## src/rtl/ex_stage.sv

```systemverilog
// ex_stage: execute stage with ALU, branch resolution and an optional radix-2 divider.
// Define EX_DIV_EN to build the divider FSM; without it div_op is ignored and stallreq_ex is 0.

`ifndef StallBus
`define StallBus 6
`endif
`ifndef ID2EX_WD
`define ID2EX_WD 203
`endif
`ifndef EX2MEM1_WD
`define EX2MEM1_WD 147
`endif
`ifndef BYPASS_WD
`define BYPASS_WD 38
`endif

module ex_stage (
    input  logic                   clk,
    input  logic                   rst,
    input  logic [`StallBus-1:0]   stall,
    input  logic [`ID2EX_WD-1:0]   id2ex_bus,
    output logic [`EX2MEM1_WD-1:0] ex2mem1_bus,
    output logic [`BYPASS_WD-1:0]  ex2rf_bus,
    output logic                   br_e,
    output logic [31:0]            br_addr,
    output logic                   stallreq_ex
);
    logic [`ID2EX_WD-1:0] ex_q, ex_d;

    logic [31:0] src1, src2, imm, pc, inst;
    logic [11:0] alu_op;
    logic [7:0]  bru_op, lsu_op;
    logic [3:0]  mul_op, div_op;
    logic        sel_rf_res, rf_we;
    logic [4:0]  rf_waddr;

    logic [31:0] alu_res, ex_result, br_target, jalr_sum, div_res;
    logic        eq, lt_s, lt_u, cond, taken, div_act;
    logic [4:0]  sh;
    logic        stall_unused;

    assign stall_unused = ^{stall[`StallBus-1:5], stall[2:0]};

    // Bubble wins over load so a redirecting branch squashes the instruction behind it.
    always_comb begin
        ex_d = ex_q;
        if ((stall[3] && !stall[4]) || br_e)
            ex_d = '0;
        else if (!stall[3])
            ex_d = id2ex_bus;
    end

    always_ff @(posedge clk) begin
        if (rst)
            ex_q <= '0;
        else
            ex_q <= ex_d;
    end

    assign {src1, src2, imm, alu_op, bru_op, lsu_op, mul_op, div_op,
            sel_rf_res, rf_we, rf_waddr, pc, inst} = ex_q;

    assign sh = src2[4:0];

    always_comb begin
        alu_res = '0;
        case (alu_op)
            12'h001: alu_res = src1 + src2;
            12'h002: alu_res = src1 - src2;
            12'h004: alu_res = {31'd0, lt_s};
            12'h008: alu_res = {31'd0, lt_u};
            12'h010: alu_res = src1 & src2;
            12'h020: alu_res = src1 | src2;
            12'h040: alu_res = src1 ^ src2;
            12'h080: alu_res = src1 << sh;
            12'h100: alu_res = src1 >> sh;
            12'h200: alu_res = $signed(src1) >>> sh;
            12'h400: alu_res = src2;
            default: alu_res = '0;
        endcase
    end

    assign eq   = (src1 == src2);
    assign lt_s = ($signed(src1) < $signed(src2));
    assign lt_u = (src1 < src2);

    assign cond = (bru_op[0] & eq)   | (bru_op[1] & !eq)   |
                  (bru_op[2] & lt_s) | (bru_op[3] & !lt_s) |
                  (bru_op[4] & lt_u) | (bru_op[5] & !lt_u);
    assign taken    = cond | bru_op[6] | bru_op[7];
    assign jalr_sum = src1 + imm;
    assign br_target = bru_op[7] ? (jalr_sum & ~32'd1) : (pc + imm);

    assign br_e    = taken & !stall[3] & !stallreq_ex;
    assign br_addr = br_e ? br_target : 32'd0;

    always_comb begin
        if (bru_op[6] || bru_op[7])
            ex_result = pc + 32'd4;
        else if (div_act)
            ex_result = div_res;
        else
            ex_result = alu_res;
    end

    assign ex2mem1_bus = {ex_result, src2, lsu_op, mul_op, sel_rf_res, rf_we, rf_waddr, pc, inst};
    assign ex2rf_bus   = {rf_we, rf_waddr, ex_result};

`ifdef EX_DIV_EN
    typedef enum logic [1:0] {DIV_IDLE, DIV_BUSY, DIV_DONE} div_state_e;

    div_state_e  state_q, state_d;
    logic [4:0]  cnt_q, cnt_d;
    logic [31:0] quot_q, quot_d, rem_q, rem_d, dvsr_q, dvsr_d;
    logic        negq_q, negq_d, negr_q, negr_d;

    logic        is_signed, div_zero, div_ovf, fit;
    logic [31:0] abs1, abs2, rem_nxt, quot_nxt;
    logic [32:0] rem_sh, diff;

    assign div_act   = |div_op;
    assign is_signed = div_op[0] | div_op[2];
    assign div_zero  = (src2 == 32'd0);
    assign div_ovf   = is_signed & (src1 == 32'h8000_0000) & (src2 == 32'hFFFF_FFFF);
    assign abs1      = (is_signed && src1[31]) ? -src1 : src1;
    assign abs2      = (is_signed && src2[31]) ? -src2 : src2;

    // Restoring step: the dividend shifts out of quot_q into the partial remainder.
    assign rem_sh   = {rem_q, quot_q[31]};
    assign diff     = rem_sh - {1'b0, dvsr_q};
    assign fit      = !diff[32];
    assign rem_nxt  = fit ? diff[31:0] : rem_sh[31:0];
    assign quot_nxt = {quot_q[30:0], fit};

    always_ff @(posedge clk) begin
        if (rst)
            state_q <= DIV_IDLE;
        else
            state_q <= state_d;
    end

    always_comb begin
        state_d = state_q;
        case (state_q)
            DIV_IDLE: if (div_act) state_d = (div_zero || div_ovf) ? DIV_DONE : DIV_BUSY;
            DIV_BUSY: begin
                if (!div_act)
                    state_d = DIV_IDLE;
                else if (cnt_q == 5'd31)
                    state_d = DIV_DONE;
            end
            DIV_DONE: if (!stall[3]) state_d = DIV_IDLE;
            default:  state_d = DIV_IDLE;
        endcase
    end

    always_comb begin
        stallreq_ex = div_act && (state_q != DIV_DONE);
    end

    always_comb begin
        cnt_d  = cnt_q;
        quot_d = quot_q;
        rem_d  = rem_q;
        dvsr_d = dvsr_q;
        negq_d = negq_q;
        negr_d = negr_q;
        case (state_q)
            DIV_IDLE: begin
                if (div_act) begin
                    cnt_d = 5'd0;
                    if (div_zero) begin
                        quot_d = 32'hFFFF_FFFF;
                        rem_d  = src1;
                    end else if (div_ovf) begin
                        quot_d = 32'h8000_0000;
                        rem_d  = 32'd0;
                    end else begin
                        quot_d = abs1;
                        rem_d  = 32'd0;
                        dvsr_d = abs2;
                        negq_d = is_signed & (src1[31] ^ src2[31]);
                        negr_d = is_signed & src1[31];
                    end
                end
            end
            DIV_BUSY: begin
                cnt_d = cnt_q + 5'd1;
                if (cnt_q == 5'd31) begin
                    quot_d = negq_q ? -quot_nxt : quot_nxt;
                    rem_d  = negr_q ? -rem_nxt : rem_nxt;
                end else begin
                    quot_d = quot_nxt;
                    rem_d  = rem_nxt;
                end
            end
            default: ;
        endcase
    end

    always_ff @(posedge clk) begin
        if (rst) begin
            cnt_q  <= '0;
            quot_q <= '0;
            rem_q  <= '0;
            dvsr_q <= '0;
            negq_q <= 1'b0;
            negr_q <= 1'b0;
        end else begin
            cnt_q  <= cnt_d;
            quot_q <= quot_d;
            rem_q  <= rem_d;
            dvsr_q <= dvsr_d;
            negq_q <= negq_d;
            negr_q <= negr_d;
        end
    end

    assign div_res = (div_op[2] | div_op[3]) ? rem_q : quot_q;
`else
    logic div_op_unused;

    assign div_op_unused = |div_op;
    assign div_act       = 1'b0;
    assign div_res       = 32'd0;
    assign stallreq_ex   = 1'b0;
`endif

endmodule

```

## config.mk

```make
export PLATFORM = sky130hd
export DESIGN_NAME = ex_stage
export DESIGN_NICKNAME = d
export VERILOG_FILES = /design/src/rtl/ex_stage.sv
export SDC_FILE = /design/constraint.sdc
export NUM_CORES = 1
export LEC_CHECK = 0
export ABC_AREA = 1
export BUFFER_PORTS_ARGS = -buffer_cell sky130_fd_sc_hd__buf_2
export CORE_UTILIZATION = 50
export CTS_CLUSTER_SIZE = 14
export DETAILED_ROUTE_END_ITERATION = 7
export PLACE_DENSITY = 0.73
export SKIP_CTS_REPAIR_TIMING = 1
export SLEW_MARGIN = 20
export SYNTH_ARGS = -nofsm -noshare
export SYNTH_HDL_FRONTEND = slang
export SYNTH_SLANG_ARGS = --single-unit
export TNS_END_PERCENT = 30
```

## constraint.sdc

```tcl
create_clock -name clk -period 9.15 [get_ports clk]
set_clock_uncertainty 0.15 [all_clocks]
set_input_delay 0.4575 -clock clk [delete_from_list [all_inputs] [get_ports clk]]
set_output_delay 0.4575 -clock clk [all_outputs]
set_load 0.02 [all_outputs]
```

==> flow_summary_export.csv <==
group,metric,value,unit
outcome,status,"finished, violations left",
outcome,violations,"DRC",
critical_path,cp_data_required_time,9370,ps
power_and_ir_drop,power_leakage,13.07,nW
placement,port_buffers,420,
sta,min_period,5686,ps
detailed_routing,routed_via_density,6.023,
detailed_routing,route.detailed.drc,3,
cells_and_area,drive_gt1_share,15.19,%
placement,dp_hpwl,94540,um
critical_path,r2r_slack,3460,ps
clock_tree,clock_latency,540,ps
clock_tree,cts.sinks,199,
critical_path,cp_max_fo,94,
floorplan,start_util,50.59,%
yosys,ys_types,50,
clock_tree,cts_max_level,4,
sta,worstMarginPinSlew,1233,ps
critical_path,arrival,5900,ps
detailed_routing,wl_per_cell,24.75,um
yosys,synthTopCellsByArea,"nand2_1 17%, dfxtp_1 17%, ha_1 8.5%",
global_route,grtUsageTotal,48.52,%
clock_tree,cts-root-buf,"clkbuf_16",
critical_path,cp-start-kind,"flop",
cells_and_area,nets,4527,
worst_hold_path,holdCritStartpoint,"id2ex_bus[165]",
yosys,synth_nets,4375,
cells_and_area,syn2layout_area_growth,7.895,%
sta,hold_violations,0,
global_route,grt-ovfl-total,0,
yosys,dominantRegCellSynth,"dfxtp_1",
detailed_routing,drtIter0Drc,3933,
clock_tree,cts-buffers-inserted,17,
yosys,synth_cells,4001,
clock_tree,cts_tree,"built",
sta,tns,0,ps
global_route,antenna_found_initial,13,
floorplan,rows,79,
detailed_routing,wl,118300,um
detailed_routing,postRouteAntennaNets,0,
yosys,synth_most_common_cell,"nand2_1",
floorplan,die-width,218.8,um
clock_tree,clk_path_buf_depth,2,
global_route,grt_pass1_vias,26430,
sta,fmax,0.1759,GHz
sta,finalSetupViolCount,0,
yosys,synth_area_per_cell,5.874,um^2
critical_path,ff2ff_path_depth,15,
sta,rsz0062_at_grt,"false",
yosys,yosysSeqAreaShare,16.95,%
critical_path,rr_endpoint,"ex_q[117]",
placement,place_congestion,1.086,
run,timing.max_cap.violations,0,
floorplan,die_area,47880,um^2
critical_path,r2r-start,"ex_q[202]",
detailed_routing,vias,28790,
global_route,grt_pass1_wl,169300,um
critical_path,crit_path_end_kind,"flop",
global_route,grt_max_degree,95,
sta,post-route-period-util,62.14,%
floorplan,ios,430,
yosys,synth_top_cell_by_area,"nand2_1",
cells_and_area,top_regs,"ex_q: 199 flops",
floorplan,die_y,218.8,um
power_and_ir_drop,powerDensity,139.9,nW/um^2
clock_tree,clk_pin_slew,130,ps
cells_and_area,top_register,"ex_q",
worst_hold_path,whs_path_depth,3,
worst_hold_path,holdPathEnd,"ex_q[165]",
power_and_ir_drop,ir_worst_vdd,149.7,uV
yosys,async_reset_ff_share,0,%
cells_and_area,largest_reg_flops,199,
yosys,synth_seq_cells,199,
floorplan,fp.coreArea,46460,um^2
yosys,yosys-top-cells-count,"1077 x nand2_1, 434 x nor2_1, 375 x nand3_1, 352 x inv_1, 306 x o21ai_0",
sta,relSlewSlack,17.51,%
yosys,synth_top_cell_area_share,17.20,%
sta,slew_violations,0,
cells_and_area,num-fill-cells,5084,
critical_path,crit_type,"flop to flop",
detailed_routing,first_pass_iters,8,
yosys,ys_warn_count,0,
yosys,synth_area,23500,um^2
worst_hold_path,hp-class,"input pin to flop",
cells_and_area,fin_util,54.58,%
yosys,synth-edff-count,0,
## through the flow
step | area (um^2) | setup WS [ps] | instances | hold WS (ps) | power (W)
6_report | 25360 | 3464 | 4779 | 18.09 | 0.003548
5_1_grt | 25360 | 3248 | 4778 | 27.59 | 0.003691
4_1_cts | 25340 | 3682 | 4773 | 2.624 | 0.003480
3_5_place_dp | 24670 | 3750 | 4741 | 350.6 | 0.002591
3_3_place_gp | 24670 | 3732 | 4741 | 334.0 | 0.002591
2_1_floorplan | 23500 | 5598 | 4001 | 329.2 | 0.002106
## critical path, stage by stage, from the launching register on
cell and delay, ps:
dfxtp_1 780, inv_1 170, ha_1 640, inv_1 370
a21o_1 250, a21oi_1 130, nand2_1 120, a21oi_4 350
nand2_2 110, nand2_1 90, nand3_1 80, nand3_1 100
nand2_2 430, nand2_8 740, buf_4 770, nor2_1 100
## power breakdown
group	switching [W]	internal [W]
sequential	0.000109	0.000927
combinational	0.00117	0.000449
clock	0.000493	0.000399
total	0.00177	0.00177
## worst max-delay path by stage
stage	start	to	slack [ps]
after detailed placement	ex_q[202]	ex_q[117]	3750
after CTS	ex_q[202]	ex_q[117]	3680
after global placement	ex_q[202]	ex_q[135]	3730
final	ex_q[202]	ex_q[117]	3460
after floorplan	ex_q[141]	br_addr[15]	5600
after global routing	ex_q[202]	ex_q[124]	3250
## kinds of logic (layout without fill, tap and decap cells)
kind of cell / after synthesis / in the layout / share of synthesized area [%]
DFF: 199 / 199 / 16.95
adders and majority gates: 163 / 163 / 8.805
muxes: 99 / 99 / 4.216
other: 1 / 7 / 0.01596
and+or+nand+nor: 2163 / 2163 / 39.32
buffers and inverters: 688 / 853 / 14.20
xor gates and xnor gates: 29 / 29 / 1.081
AOI/OAI and AO/OA: 659 / 659 / 15.42
## area by class of cell
class	instances	area (um^2)	share of cell area, %
multi-input cells	3114	16190	63.86
flip-flops and latches	199	3988	15.73
repair buffers	449	2330	9.187
inverters	372	1396	5.506
well taps	607	759.5	2.995
clock buffers	17	425.4	1.678
clock inverters	15	251.5	0.9918
diodes	6	15.01	0.05921
## layer usage
metal	global-route usage, %	vias to the layer above	part of all wire [%]
met4	37.55	14	8.9
met2	75.04	1826	43
met5	0	-	0.10
li1	-	13310	-
met1	55.80	13150	36
met3	14.84	481	12
## cell usage in the layout, fill, tap and decap left out, types with 8 or more instances in the layout
master / count
a21oi_1: 223
buf_2: 419
buf_4: 29
clkbuf_16: 17
dfxtp_1: 196
ha_1: 159
inv_1: 351
inv_2: 15
mux2i_1: 99
nand2_1: 1077
nand3_1: 375
nand3b_1: 9
nand4_1: 71
nor2_1: 433
nor2_2: 110
nor3_1: 53
nor4_1: 8
o211ai_1: 32
o21a_1: 16
o21ai_0: 304
o21bai_1: 19
o22ai_1: 24
or2_2: 10
xor2_1: 22
(Power assumes the default switching activity.)
